## src/rtl/png_pkg.sv

```systemverilog
// Shared types for the PNG pixel sink: pixel format, sink FSM states and write beats.
package png_pkg;

  localparam int unsigned PIX_BYTES_LOG2 = 2;

  typedef struct packed {
    logic [7:0] r;
    logic [7:0] g;
    logic [7:0] b;
    logic [7:0] a;
  } rgba_t;

  typedef enum logic [1:0] {
    IDLE  = 2'd0,
    RECV  = 2'd1,
    DRAIN = 2'd2
  } sink_state_e;

  typedef struct packed {
    logic [31:0] addr;
    rgba_t       data;
    logic        last;
  } beat_t;

  // Pixel index to byte offset; RGBA pixels are four bytes, so a shift suffices.
  function automatic logic [31:0] byte_offset(input logic [31:0] pix_idx);
    return pix_idx << PIX_BYTES_LOG2;
  endfunction

endpackage

```

## src/rtl/png_sink_fifo.sv

```systemverilog
// Synchronous beat FIFO with registered full/empty flags; head is read straight from storage.
module png_sink_fifo
  import png_pkg::*;
#(
  parameter int DEPTH = 16
) (
  input  logic  clk,
  input  logic  reset,
  input  logic  push,
  input  beat_t push_beat,
  input  logic  pop,
  output beat_t head,
  output logic  full,
  output logic  empty
);

  localparam int AW = $clog2(DEPTH);

  beat_t         mem [DEPTH];
  logic [AW-1:0] wr_ptr;
  logic [AW-1:0] rd_ptr;
  logic [AW:0]   count;
  logic [AW:0]   count_next;
  logic          do_push;
  logic          do_pop;

  assign do_push = push & ~full;
  assign do_pop  = pop & ~empty;
  assign head    = mem[rd_ptr];

  always_comb begin
    count_next = count;
    case ({do_push, do_pop})
      2'b10:   count_next = count + (AW+1)'(1);
      2'b01:   count_next = count - (AW+1)'(1);
      default: count_next = count;
    endcase
  end

  always_ff @(posedge clk) begin
    if (reset) begin
      wr_ptr <= '0;
      rd_ptr <= '0;
      count  <= '0;
      full   <= 1'b0;
      empty  <= 1'b1;
    end else begin
      if (do_push) wr_ptr <= wr_ptr + AW'(1);
      if (do_pop)  rd_ptr <= rd_ptr + AW'(1);
      count <= count_next;
      full  <= (count_next == (AW+1)'(DEPTH));
      empty <= (count_next == (AW+1)'(0));
    end
  end

  // Storage needs no reset: entries are only visible once written.
  always_ff @(posedge clk) begin
    if (do_push) mem[wr_ptr] <= push_beat;
  end

endmodule

```

## src/rtl/png_pixel_sink.sv

```systemverilog
// Receives an sof/eol framed RGBA stream, checks frame geometry and emits addressed write beats.
module png_pixel_sink
  import png_pkg::*;
#(
  parameter int          IMG_WIDTH  = 240,
  parameter int          IMG_HEIGHT = 240,
  parameter int          PIX_W      = 32,
  parameter int          FIFO_DEPTH = 16,
  parameter logic [31:0] BASE_ADDR  = 32'd0
) (
  input  logic             clk,
  input  logic             reset,
  input  logic             s_valid,
  output logic             s_ready,
  input  logic [PIX_W-1:0] s_data,
  input  logic             s_sof,
  input  logic             s_eol,
  output logic             m_valid,
  input  logic             m_ready,
  output logic [31:0]      m_addr,
  output logic [PIX_W-1:0] m_data,
  output logic             m_last,
  output logic             done,
  output logic             err_sof,
  output logic             err_eol,
  output logic [15:0]      frame_cnt
);

  localparam logic [15:0] X_LAST   = 16'(IMG_WIDTH - 1);
  localparam logic [15:0] Y_LAST   = 16'(IMG_HEIGHT - 1);
  localparam logic [31:0] ROW_STEP = 32'(IMG_WIDTH);

  sink_state_e state, state_next;
  logic [15:0] x, y, x_next, y_next, px, py;
  logic [31:0] row_base, row_base_next, pbase;
  logic [15:0] frame_cnt_next;
  logic        done_next, err_sof_next, err_eol_next;
  logic        accept, start, store, at_eol_pos, is_last, wrap;
  logic        fifo_full, fifo_empty, last_pop;
  beat_t       push_beat, head;

  assign s_ready    = ~reset & ((state == IDLE) | ((state == RECV) & ~fifo_full));
  assign accept     = s_valid & s_ready;
  assign start      = accept & s_sof;
  // A pixel carrying sof always restarts at (0,0), even in the middle of a frame.
  assign px         = start ? 16'd0 : x;
  assign py         = start ? 16'd0 : y;
  assign pbase      = start ? 32'd0 : row_base;
  assign at_eol_pos = (px == X_LAST);
  assign is_last    = at_eol_pos & (py == Y_LAST);
  assign wrap       = at_eol_pos | s_eol;
  assign last_pop   = m_ready & ~fifo_empty & head.last;

  always_comb begin
    state_next     = state;
    x_next         = x;
    y_next         = y;
    row_base_next  = row_base;
    done_next      = done;
    err_sof_next   = err_sof;
    err_eol_next   = err_eol;
    frame_cnt_next = frame_cnt;
    store          = 1'b0;
    push_beat      = '0;
    case (state)
      IDLE: begin
        if (start) begin
          store     = 1'b1;
          done_next = 1'b0;
        end else begin
          store = 1'b0;
        end
      end
      RECV: begin
        if (accept) begin
          store        = 1'b1;
          err_sof_next = err_sof | s_sof;
        end else begin
          store = 1'b0;
        end
      end
      DRAIN: begin
        if (last_pop) begin
          done_next      = 1'b1;
          frame_cnt_next = frame_cnt + 16'd1;
          state_next     = IDLE;
        end else begin
          state_next = DRAIN;
        end
      end
      default: state_next = IDLE;
    endcase
    // Misplaced eol is flagged but the pixel is still written and the line wraps anyway.
    if (store) begin
      push_beat.addr = BASE_ADDR + byte_offset(pbase + 32'(px));
      push_beat.data = rgba_t'(s_data);
      push_beat.last = is_last;
      err_eol_next   = err_eol | (s_eol ^ at_eol_pos);
      x_next         = wrap ? 16'd0 : px + 16'd1;
      y_next         = wrap ? py + 16'd1 : py;
      row_base_next  = wrap ? pbase + ROW_STEP : pbase;
      state_next     = is_last ? DRAIN : RECV;
    end else begin
      push_beat = '0;
    end
  end

  always_ff @(posedge clk) begin
    if (reset) begin
      state     <= IDLE;
      x         <= 16'd0;
      y         <= 16'd0;
      row_base  <= 32'd0;
      done      <= 1'b0;
      err_sof   <= 1'b0;
      err_eol   <= 1'b0;
      frame_cnt <= 16'd0;
    end else begin
      state     <= state_next;
      x         <= x_next;
      y         <= y_next;
      row_base  <= row_base_next;
      done      <= done_next;
      err_sof   <= err_sof_next;
      err_eol   <= err_eol_next;
      frame_cnt <= frame_cnt_next;
    end
  end

  png_sink_fifo #(
    .DEPTH(FIFO_DEPTH)
  ) u_fifo (
    .clk      (clk),
    .reset    (reset),
    .push     (store),
    .push_beat(push_beat),
    .pop      (m_ready),
    .head     (head),
    .full     (fifo_full),
    .empty    (fifo_empty)
  );

  assign m_valid = ~fifo_empty;
  assign m_addr  = fifo_empty ? 32'd0 : head.addr;
  assign m_data  = fifo_empty ? '0 : PIX_W'(head.data);
  assign m_last  = ~fifo_empty & head.last;

endmodule
```

## config.mk

```make
export PLATFORM = sky130hd
export DESIGN_NAME = png_pixel_sink
export DESIGN_NICKNAME = d
export VERILOG_FILES = /design/src/rtl/png_pkg.sv /design/src/rtl/png_sink_fifo.sv /design/src/rtl/png_pixel_sink.sv
export SDC_FILE = /design/constraint.sdc
export NUM_CORES = 1
export LEC_CHECK = 0
export CORE_MARGIN = 2
export CORE_UTILIZATION = 58
export CTS_BUF_LIST = sky130_fd_sc_hd__clkbuf_4 sky130_fd_sc_hd__clkbuf_8
export DETAILED_ROUTE_END_ITERATION = 8
export PLACE_DENSITY = 0.84
export SLEW_MARGIN = 20
export SYNTH_ARGS = -nofsm -noshare
export SYNTH_HDL_FRONTEND = slang
export SYNTH_HIERARCHICAL = 1
export SYNTH_SLANG_ARGS = --single-unit
```

## constraint.sdc

```tcl
create_clock -name clk -period 7.2 [get_ports clk]
set_input_delay 1.08 -clock clk [delete_from_list [all_inputs] [get_ports clk]]
set_output_delay 1.08 -clock clk [all_outputs]
set_load 0.05 [all_outputs]
```

==> flow_results.xml <==
<?xml version="1.0" encoding="UTF-8"?>
<metrics>
  <group name="cts">
    <metric name="tritoncts" unit="">done</metric>
    <metric name="cts-htree-levels" unit="">4</metric>
    <metric name="cts_hold_buffers" unit="">0</metric>
    <metric name="postCtsResizedCells" unit="">0</metric>
    <metric name="post_cts_buffers" unit="">0</metric>
    <metric name="clock_path_buffers" unit="">3</metric>
    <metric name="clock-sinks" unit="">1142</metric>
    <metric name="tritoncts.num_buffers" unit="">171</metric>
    <metric name="clk_root_buffer_cell" unit="">clkbuf_8</metric>
    <metric name="cts.clk_slew.worst_paths" unit="ns">0.06</metric>
    <metric name="clk-insertion-delay-late" unit="ns">0.82</metric>
  </group>
  <group name="layout">
    <metric name="design_area" unit="um2">52200</metric>
    <metric name="synthToLayoutAreaGrowth" unit="%">13.4</metric>
    <metric name="post-route-util" unit="%">66.3</metric>
    <metric name="fill_cells" unit="">4683</metric>
    <metric name="finish.net_count" unit="">2703</metric>
    <metric name="finish.cell_count_without_fillers" unit="">3826</metric>
    <metric name="final_layout_size_suffix_gt1_share" unit="%">25.0</metric>
  </group>
  <group name="timing">
    <metric name="tns" unit="ns">0</metric>
    <metric name="worst_skew" unit="ns">0.0326</metric>
    <metric name="holdWs" unit="ns">0.468</metric>
    <metric name="tightestPinTransition" unit="ns">1.12</metric>
    <metric name="layout_min_cycle_time" unit="ns">5.50</metric>
    <metric name="final_min_period_over_clock_period" unit="%">76.4</metric>
    <metric name="grt_setup_unrepaired" unit="">no</metric>
    <metric name="final_critical_path_setup_slack" unit="ns">1.70</metric>
    <metric name="worst_slew_margin_rel" unit="%">25.6</metric>
    <metric name="timing.final.hold_violations" unit="">0</metric>
    <metric name="report.final.setup_viol" unit="">0</metric>
    <metric name="achievable-frequency" unit="GHz">0.182</metric>
    <metric name="final_max_slew_viol_count" unit="">0</metric>
  </group>
  <group name="power">
    <metric name="power.static_leakage" unit="nW">16.0</metric>
    <metric name="fin_total_pwr" unit="mW">14.5</metric>
    <metric name="max_rail_drop_vdd" unit="mV">0.148</metric>
    <metric name="power.density_cell_area" unit="nW/um2">277</metric>
  </group>
  <group name="detailed_routing">
    <metric name="route.detailed.drc" unit="">0</metric>
    <metric name="drtPass1Iterations" unit="">6</metric>
    <metric name="post_drt_wl_per_cell" unit="um">28.4</metric>
    <metric name="via_count" unit="">24700</metric>
    <metric name="detailedRoute.firstIterationViolations" unit="">3259</metric>
    <metric name="post_drt_via_cell_ratio" unit="">6.45</metric>
    <metric name="ant_nets" unit="">0</metric>
    <metric name="route.final.wire_length" unit="um">109000</metric>
  </group>
  <group name="placement">
    <metric name="placedInstanceArea" unit="um2">48800</metric>
    <metric name="gp_congestion" unit="">0.910</metric>
    <metric name="portBuffers" unit="">123</metric>
    <metric name="pre_cts_ws" unit="ns">1.42</metric>
    <metric name="hpwlAfterDp" unit="um">56400</metric>
    <metric name="numPlacedInstances" unit="">3519</metric>
  </group>
  <group name="yosys">
    <metric name="synth_warn" unit="">6</metric>
    <metric name="synth_edf_count" unit="">1040</metric>
    <metric name="synthCells" unit="">2399</metric>
    <metric name="main_flop_type_after_synthesis" unit="">edfxtp_1</metric>
    <metric name="postSynth.asyncResetShare" unit="%">0</metric>
    <metric name="synth_cell_types" unit="">74</metric>
    <metric name="seq_area_frac_synth" unit="%">72.3</metric>
    <metric name="syn-mean-instance-area" unit="um2">19.2</metric>
    <metric name="post_synth_instance_area" unit="um2">46000</metric>
    <metric name="yosys_register_bits" unit="">1142</metric>
  </group>
  <group name="die">
    <metric name="fp-row-count" unit="">103</metric>
    <metric name="die_h" unit="um">286</metric>
    <metric name="pin_count" unit="">124</metric>
    <metric name="start_util" unit="%">58.5</metric>
    <metric name="die_w" unit="um">286</metric>
    <metric name="die_area" unit="um2">81600</metric>
    <metric name="core" unit="um2">78700</metric>
  </group>
  <group name="setup_path">
    <metric name="class_of_the_most_critical_setup_path" unit="">reg2out</metric>
    <metric name="critical_path.endpoint_type" unit="">primary output</metric>
    <metric name="setup.worst_path.start_class" unit="">flop</metric>
    <metric name="critPathRequiredTime" unit="ns">6.12</metric>
    <metric name="timing.critical_path.arrival" unit="ns">4.42</metric>
    <metric name="path_max_fanout" unit="">26</metric>
  </group>
  <group name="grt">
    <metric name="grt_use_total" unit="%">27.1</metric>
    <metric name="grt.overflow.total" unit="">0</metric>
    <metric name="number_of_global_route_vias_before_repair" unit="">25400</metric>
    <metric name="grt_start_max_net_pins" unit="">86</metric>
    <metric name="antenna_found_initial" unit="">4</metric>
    <metric name="global_route_wire_length_before_repair" unit="um">161000</metric>
  </group>
  <group name="job">
    <metric name="cap_violations" unit="">0</metric>
  </group>
  <group name="status">
    <metric name="run_status" unit="">completed</metric>
  </group>
  <group name="min_path">
    <metric name="min-delay-path-class" unit="">reg2reg</metric>
  </group>
</metrics>
## synth_stat cells (7+ instances only)
master    instances  area, um2
and2_1           60        375
o21ai_1           7       35.0
nand3_1          28        140
nand2_1          80        300
buf_2            25        125
nor2b_1          71        444
inv_1            20       75.1
and3_1           17        106
nor4_1            8       50.1
xor2_1           35        307
edfxtp_1       1040      31200
dfxtp_1         102       2040
a31oi_1           9       56.3
nand4_1          20        125
a22oi_1          10       75.1
buf_1            11       41.3
ha_1             21        263
o21ai_0          33        165
nor3_1           21        105
mux4_2          325       7320
xnor2_1          50        438
a21o_1            7       52.6
buf_6            22        248
clkbuf_1         73        274
or3_1            13       81.3
a21oi_1          43        215
nor2_1          160        601
## cells by family (layout without fill, tap and decap cells)
family	after synthesis	count (layout)	synth area share [%]
compound gates	156	156	2.20
xor+xnor	85	85	1.62
fa+ha+maj	23	23	0.617
buf+inv	156	500	1.71
flops	1142	1142	72.3
mux	329	329	16.0
other cells	1	34	0.00815
simple gates	507	507	5.59
## critical path, stage by stage, from the launching register on
cell and delay (ns):
dfxtp_4 0.70, buf_12 0.31, buf_4 0.45, mux4_2 0.62, mux4_2 0.57, nor2b_1 0.16, clkdlybuf4s50_1 0.73
## per-layer routing
metal  share of wire (%)  up-vias  GRT usage, %
met2                  51     1593          45.6
met3                 9.9      272          5.57
met1                  36    12700          35.6
met4                 3.1        2          9.38
met5              0.0083        -             0
li1                    -    10100             -
## cells in the final DEF (no fill, tap or decap), drive strengths merged, types with 45 or more instances in the layout
master         count
nor2b             71
mux4             325
buf               51
dfxtp            102
nand2             80
a21oi             45
and2              61
clkdlybuf4s50    122
xnor2             50
nor2             160
clkbuf           245
edfxtp          1040
## worst paths after layout
path                                  start                 to  slack [ns]  cells after the start
worst min register to register  row_base[0]        row_base[0]        0.47                      1
worst min-delay path            row_base[0]        row_base[0]        0.47                      1
worst max-delay path                   flop         m_addr[15]        1.70                      6
worst max register to register  u_fifo/full  u_fifo/mem[3][62]        2.10                     13
## report_power, final
group	switching, mW	internal (mW)	total [mW]
sequential	0.0778	7.20	7.28
clock	2.47	2.76	5.24
combinational	1.12	0.811	1.94
total	3.67	10.8	14.5
## flip-flops by register name, indices dropped and copies added, names as in the netlist, 2 cells and up, named ones only
register,count
frame_cnt,16
row_base,30
state,2
u_fifo/count,5
u_fifo/mem,1040
u_fifo/rd_ptr,4
u_fifo/wr_ptr,4
x,16
y,16
## cell type report
cell class                 instances  area [um2]  area share, %
inverter                          24        90.1          0.173
sequential                      1142       33300           63.8
clock buffer                     245        2990           5.73
antenna                            2        5.00        0.00959
clock inverter                    58         402          0.770
timing repair buffer             173        1840           3.52
multi-input combinational       1132       12300           23.5
tap                             1050        1310           2.52
Power figures use the tool's default switching activity.
==> edit 1: new RTL, same settings <==
`PIX_W`: 32 -> 40.
--- a/src/rtl/png_pixel_sink.sv
+++ b/src/rtl/png_pixel_sink.sv
@@ -6,3 +6,3 @@
   parameter int          IMG_HEIGHT = 240,
-  parameter int          PIX_W      = 32,
+  parameter int          PIX_W      = 40,
   parameter int          FIFO_DEPTH = 16,
Ports: changed (resized m_data and s_data); port bits go from 124 to 140. No check against the original RTL was run, so the function may have changed too.
==> edit 1 against the original RTL <==
Wire length is 4.0% higher; final area about the same; power up 0.42%; sequential cell count unchanged; setup slack got worse by 0.0078 ns; clock power grew 0.8%; area after synthesis is 0.13% higher; hold slack lost 0.011 ns; critical endpoint is now m_addr[31]; largest cell class unchanged; largest power group unchanged.
==> edit 1: results (changes against the original RTL) <==
Run status
  • Status: finished, final reports clean

Yosys
  • Synth warn: 6 (unchanged)
  • Synth area leaders: edfxtp_1 68%, mux4_2 16%, dfxtp_1 4.4%, nor2_1 1.3%, nor2b_1 0.96%
  • Distinct cells, synth: 74 (unchanged)
  • Commonest register cell after synthesis: edfxtp_1
  • Register area share after synthesis: 72.2% (-0.094 points)
  • EDFF count, synth: 1,040 (unchanged)
  • Asr flop ratio synth: 0% (unchanged)
  • Top cells by count, synth: 1,040 x edfxtp_1, 325 x mux4_2, 160 x nor2_1, 102 x dfxtp_1, 80 x nand2_1

Routing
  • Top layer in use: met5
  • Routed met3 length: 11.7 mm (+8.7%)
  • Met1 wire length: 38.6 mm (-0.98%)
  • Drt total wl: 113 mm (+4.0%)
  • Total vias in the final route: 25,063 (+1.5%)
  • DR pass1 iterations: 7 (+1)
  • Initial DRC count: 3,482 (+6.8%)
  • WL met2: 58.7 mm (+5.8%)

CTS
  • Root buf cell: clkbuf_8
  • CTS max path bufs: 3 (unchanged)
  • Setup Fix Bufs, Post-CTS: 0 (unchanged)
  • Post-cts sizing count: 0 (unchanged)
  • Clk_lat worst skew: between 0.8 and 0.9 ns
  • H-tree depth: 4 (unchanged)
  • Total CTS buffers: 171 (unchanged)
  • CTS clock-pin slew for the worst setup and hold paths: 0.06 ns (about the same)

Placed design
  • Post-detail-place hpwl: 56.4 mm (+0.11%)
  • Port Buf Inserts: 123 (unchanged)
  • Global placement routability congestion: 0.883 (-3.0%)
  • Worst slack at placement: 1.65 ns (+0.236 ns)

GRT
  • Global-route wire length before repair: 166 mm (+2.7%)
  • GRT Total Usage: 27.9% (+0.86 points)
  • Largest net degree at the start of global routing: 86 (unchanged)
  • Antenna violations before repair: 2 (-2)
  • Vias in the first global route: 26,188 (+3.0%)

STA
  • Clk_skew: 0.0642 ns (+0.0316 ns)
  • Worst slew pin tran: 1.10 ns (-0.0114 ns)
  • Max Slew Vio Count: 0 (unchanged)

Min path
  • Hold crit path type: flop to flop

Final layout
  • Largest regs: u_fifo/mem (1040), row_base (30)
  • Nets@finish: 2,717 (+0.52%)
  • Layout cells sized above 1: 24.6% (-0.37 points)
  • Fillers: 4,674 (-0.19%)

Worst setup path
  • Crit-path leading delay family: buffers and inverters
  • Max stage delay on crit path: 0.85 ns (+0.12 ns)
  • Slowest stage cell on the critical path: dfxtp_4
  • Max FO, Critical Path: 75 (+190%)
  • Arrival time worst endpoint: 4.43 ns (about the same)

Power and ir drop
  • P_int: 0.0108 W (-0.16%)
  • Maximum VDD drop: 170 uV (+15%)
  • Leakage: 16.1 nW (about the same)
-- edit 1: through the flow --
stage	std cells	area, um^2	total power [W]
after detailed placement	3524	48800	0.00937
final	3834	52200	0.0145
after CTS	3830	52100	0.0146
after global routing	3834	52200	0.0149
after global placement	3524	48800	0.00932
after floorplan	2446	46300	0.00884
-- edit 1: power groups by stage --
stage                     Sequential, W  Combinational (W)  Clock, W
after global placement          0.00745            0.00187         0
final                           0.00731            0.00192   0.00528
after floorplan                 0.00735            0.00149         0
after detailed placement        0.00745            0.00191         0
after CTS                       0.00731            0.00194   0.00533
after global routing            0.00731            0.00201   0.00558
-- edit 1: path summary, 6_finish.rpt --
| kind | slack, ns | endpoint | startpoint | cells after the start |
|---|---|---|---|---|
| max | 1.69 | m_addr[31] | flop | 5 |
| min reg2reg | 0.46 | row_base[0]$_SDFFE_PP0P_ | row_base[0]$_SDFFE_PP0P_ | 1 |
| min | 0.46 | row_base[0]$_SDFFE_PP0P_ | row_base[0]$_SDFFE_PP0P_ | 1 |
| max reg2reg | 2.31 | u_fifo/mem[7][58]$_DFFE_PP_ | u_fifo/full$_SDFF_PP0_ | 13 |
-- edit 1: final cells by class --
type                       instances  share of cell area [%]
antenna                            1                 0.00479
clock inverter                    78                    1.10
timing repair buffer             171                    3.52
sequential                      1142                    63.8
inverter                          24                   0.173
clock buffer                     228                    5.35
multi-input combinational       1140                    23.6
tap                             1050                    2.52
-- edit 1: kinds of logic (layout without fill, tap and decap cells) --
| group | after synthesis | count (layout) | synth area share (%) |
|---|---|---|---|
| AND/OR/NAND/NOR | 507 | 507 | 5.58 |
| multiplexers | 329 | 329 | 16.0 |
| adder cells (fa/ha/maj) | 23 | 23 | 0.616 |
| buffers and inverters | 164 | 501 | 1.83 |
| other | 1 | 41 | 0.00813 |
| flip-flops | 1142 | 1142 | 72.2 |
| XOR/XNOR | 85 | 85 | 1.61 |
| AO/OA/AOI/OAI | 156 | 156 | 2.20 |
-- edit 1: routing by layer --
layer	GRT usage (%)	vias to the layer above
met1	35.1	12818
met5	0	-
met3	5.51	314
met2	47.9	1788
li1	-	10141
met4	11.7	2
==> edit 2: new RTL, same flow settings <==
Without the edit above. Reset style: asynchronous (`reset`), changed in 2 clocked blocks.
--- a/src/rtl/png_sink_fifo.sv
+++ b/src/rtl/png_sink_fifo.sv
@@ -39,3 +39,3 @@
 
-  always_ff @(posedge clk) begin
+  always_ff @(posedge clk or posedge reset) begin
     if (reset) begin
--- a/src/rtl/png_pixel_sink.sv
+++ b/src/rtl/png_pixel_sink.sv
@@ -107,3 +107,3 @@
 
-  always_ff @(posedge clk) begin
+  always_ff @(posedge clk or posedge reset) begin
     if (reset) begin
Check against the original RTL: differs if reset is asserted again (counterexample within 4 cycles, from zero or initial values and one cycle with reset high); with reset held inactive, the same outputs for 4 cycles.
==> edit 2 against the original RTL <==
Area after synthesis grew 1.6%; setup slack lost 0.11 ns; final area grew 1.4%; highest routed layer is now met4; wire length shrank 1.3%; sequential cell count shrank 4.
Power is not compared: it rests on default switching activity, and its combinational part moved more than twofold at a synthesized area within 25%.
==> edit 2: results (changes against the original RTL) <==
Run status
  • Status: finished, final reports clean

Placed design
  • Post-detail-place hpwl: 57.8 mm (+2.5%)
  • Global placement routability congestion: 0.923 (+1.4%)
  • Worst slack at placement: 1.34 ns (-0.0761 ns)
  • Placed cell count: 3,498 (-0.60%)
  • Cell Area, Placed: 49,400 um^2 (+1.3%)

GRT
  • Vias in the first global route: 25,433 (+0.071%)
  • Largest net degree at the start of global routing: 81 (-5.8%)
  • Global-route wire length before repair: 160 mm (-0.90%)
  • Antenna violations before repair: 3 (-1)

Yosys
  • Distinct cells, synth: 92 (+24%)
  • Asr flop ratio synth: 8.61% (+8.6 points)
  • Post-synthesis mux area share: 15.9% (-0.059 points)
  • Adder-cell share of the synthesized area: 0.583% (-0.034 points)
  • XOR/XNOR Fraction of Synth Area: 1.65% (+0.031 points)
  • Syn avg cell area: 19.7 um^2 (+2.7%)
  • Top cells by count, synth: 1,040 x edfxtp_1, 325 x mux4_2, 97 x dfrtp_1, 95 x nor2_1, 91 x nand2_1
  • Synth area leaders: edfxtp_1 67%, mux4_2 16%, dfrtp_1 5.2%, xnor2_1 0.97%, nor2b_1 0.91%
  • Register area share after synthesis: 72.0% (-0.26 points)

Final layout
  • Non-filler cells, final: 3,819 (-0.18%)
  • Layout cells sized above 1: 26.0% (+1.0 points)
  • Nets@finish: 2,673 (-1.1%)

Worst setup path
  • Reg2Reg Setup Slack: 2.79 ns (+0.69 ns)
  • Max FO, Critical Path: 44 (+69%)

Routing
  • Initial DRC count: 2,753 (-16%)
  • Via density: 6.41 (-0.69%)
  • Drt total wl: 107 mm (-1.3%)

Power and ir drop
  • Maximum VDD drop: around 240 uV

STA
  • Worst hold slack: 0.472 ns (+0.00387 ns)
  • Fin worst setup slack: 1.59 ns (-0.112 ns)
  • Clk_skew: 0.0407 ns (+0.00808 ns)
  • Worst slew pin tran: 1.10 ns (-0.0135 ns)

CTS
  • Total CTS buffers: 174 (+1.8%)
  • CTS max path bufs: 3 (unchanged)
  • Clk_lat worst skew: 0.84 ns (+0.02 ns)
## edit 2: cell types whose count changed after synthesis, sizes merged, moves of 8 or more
cell	before	now
mux2i	2	11
o31ai	3	11
a21oi	45	24
or3	13	3
clkbuf	73	62
nor2	160	95
dfrtp	0	97
nand3	28	47
buf	59	74
dfxtp	102	0
nand2	80	93
## edit 2: worst max-delay path, cell delays in order (launching register included)
cell             delay, ns
dfrtp_4               1.06
buf_12                0.42
mux4_2                0.57
mux4_2                0.48
nor2b_1               0.26
clkdlybuf4s50_1       0.83
## edit 2: worst paths after layout
kind                       cells after the start                  endpoint                         start
min                                            1       err_sof$_DFFE_PP0P_           err_sof$_DFFE_PP0P_
max in group asynchronous                      3          x[1]$_DFFE_PP0P_                         reset
min reg2reg                                    1       err_sof$_DFFE_PP0P_           err_sof$_DFFE_PP0P_
min in group asynchronous                      2  frame_cnt[3]$_DFFE_PP0P_                         reset
max reg2reg                                   15  row_base[22]$_DFFE_PP0P_          state[0]$_DFFE_PP0P_
max                                            5                m_addr[21]  u_fifo/rd_ptr[0]$_DFFE_PP0P_
## edit 2: metal layers
layer / global-route usage [%] / routed length [um]
met1: 34.9 / 38700
met2: 45.0 / 55300
met3: 5.03 / 10000
met4: 9.16 / 3210
met5: 0 / 0
## edit 2: final cells by class
type                       instances  area (um^2)
sequential                      1138        33700
antenna                            3         7.51
inverter                          26          106
tap                             1060         1330
clock inverter                    77          564
multi-input combinational       1105        12500
clock buffer                     241         2920
fill                            4951        27200
timing repair buffer             169         1800
## edit 2: power breakdown
| part | total, W | internal (W) | switching (W) |
|---|---|---|---|
| clock | 0.00526 | 0.00276 | 0.00250 |
| combinational | 0.00653 | 0.00287 | 0.00366 |
| sequential | 0.00815 | 0.00759 | 0.000559 |
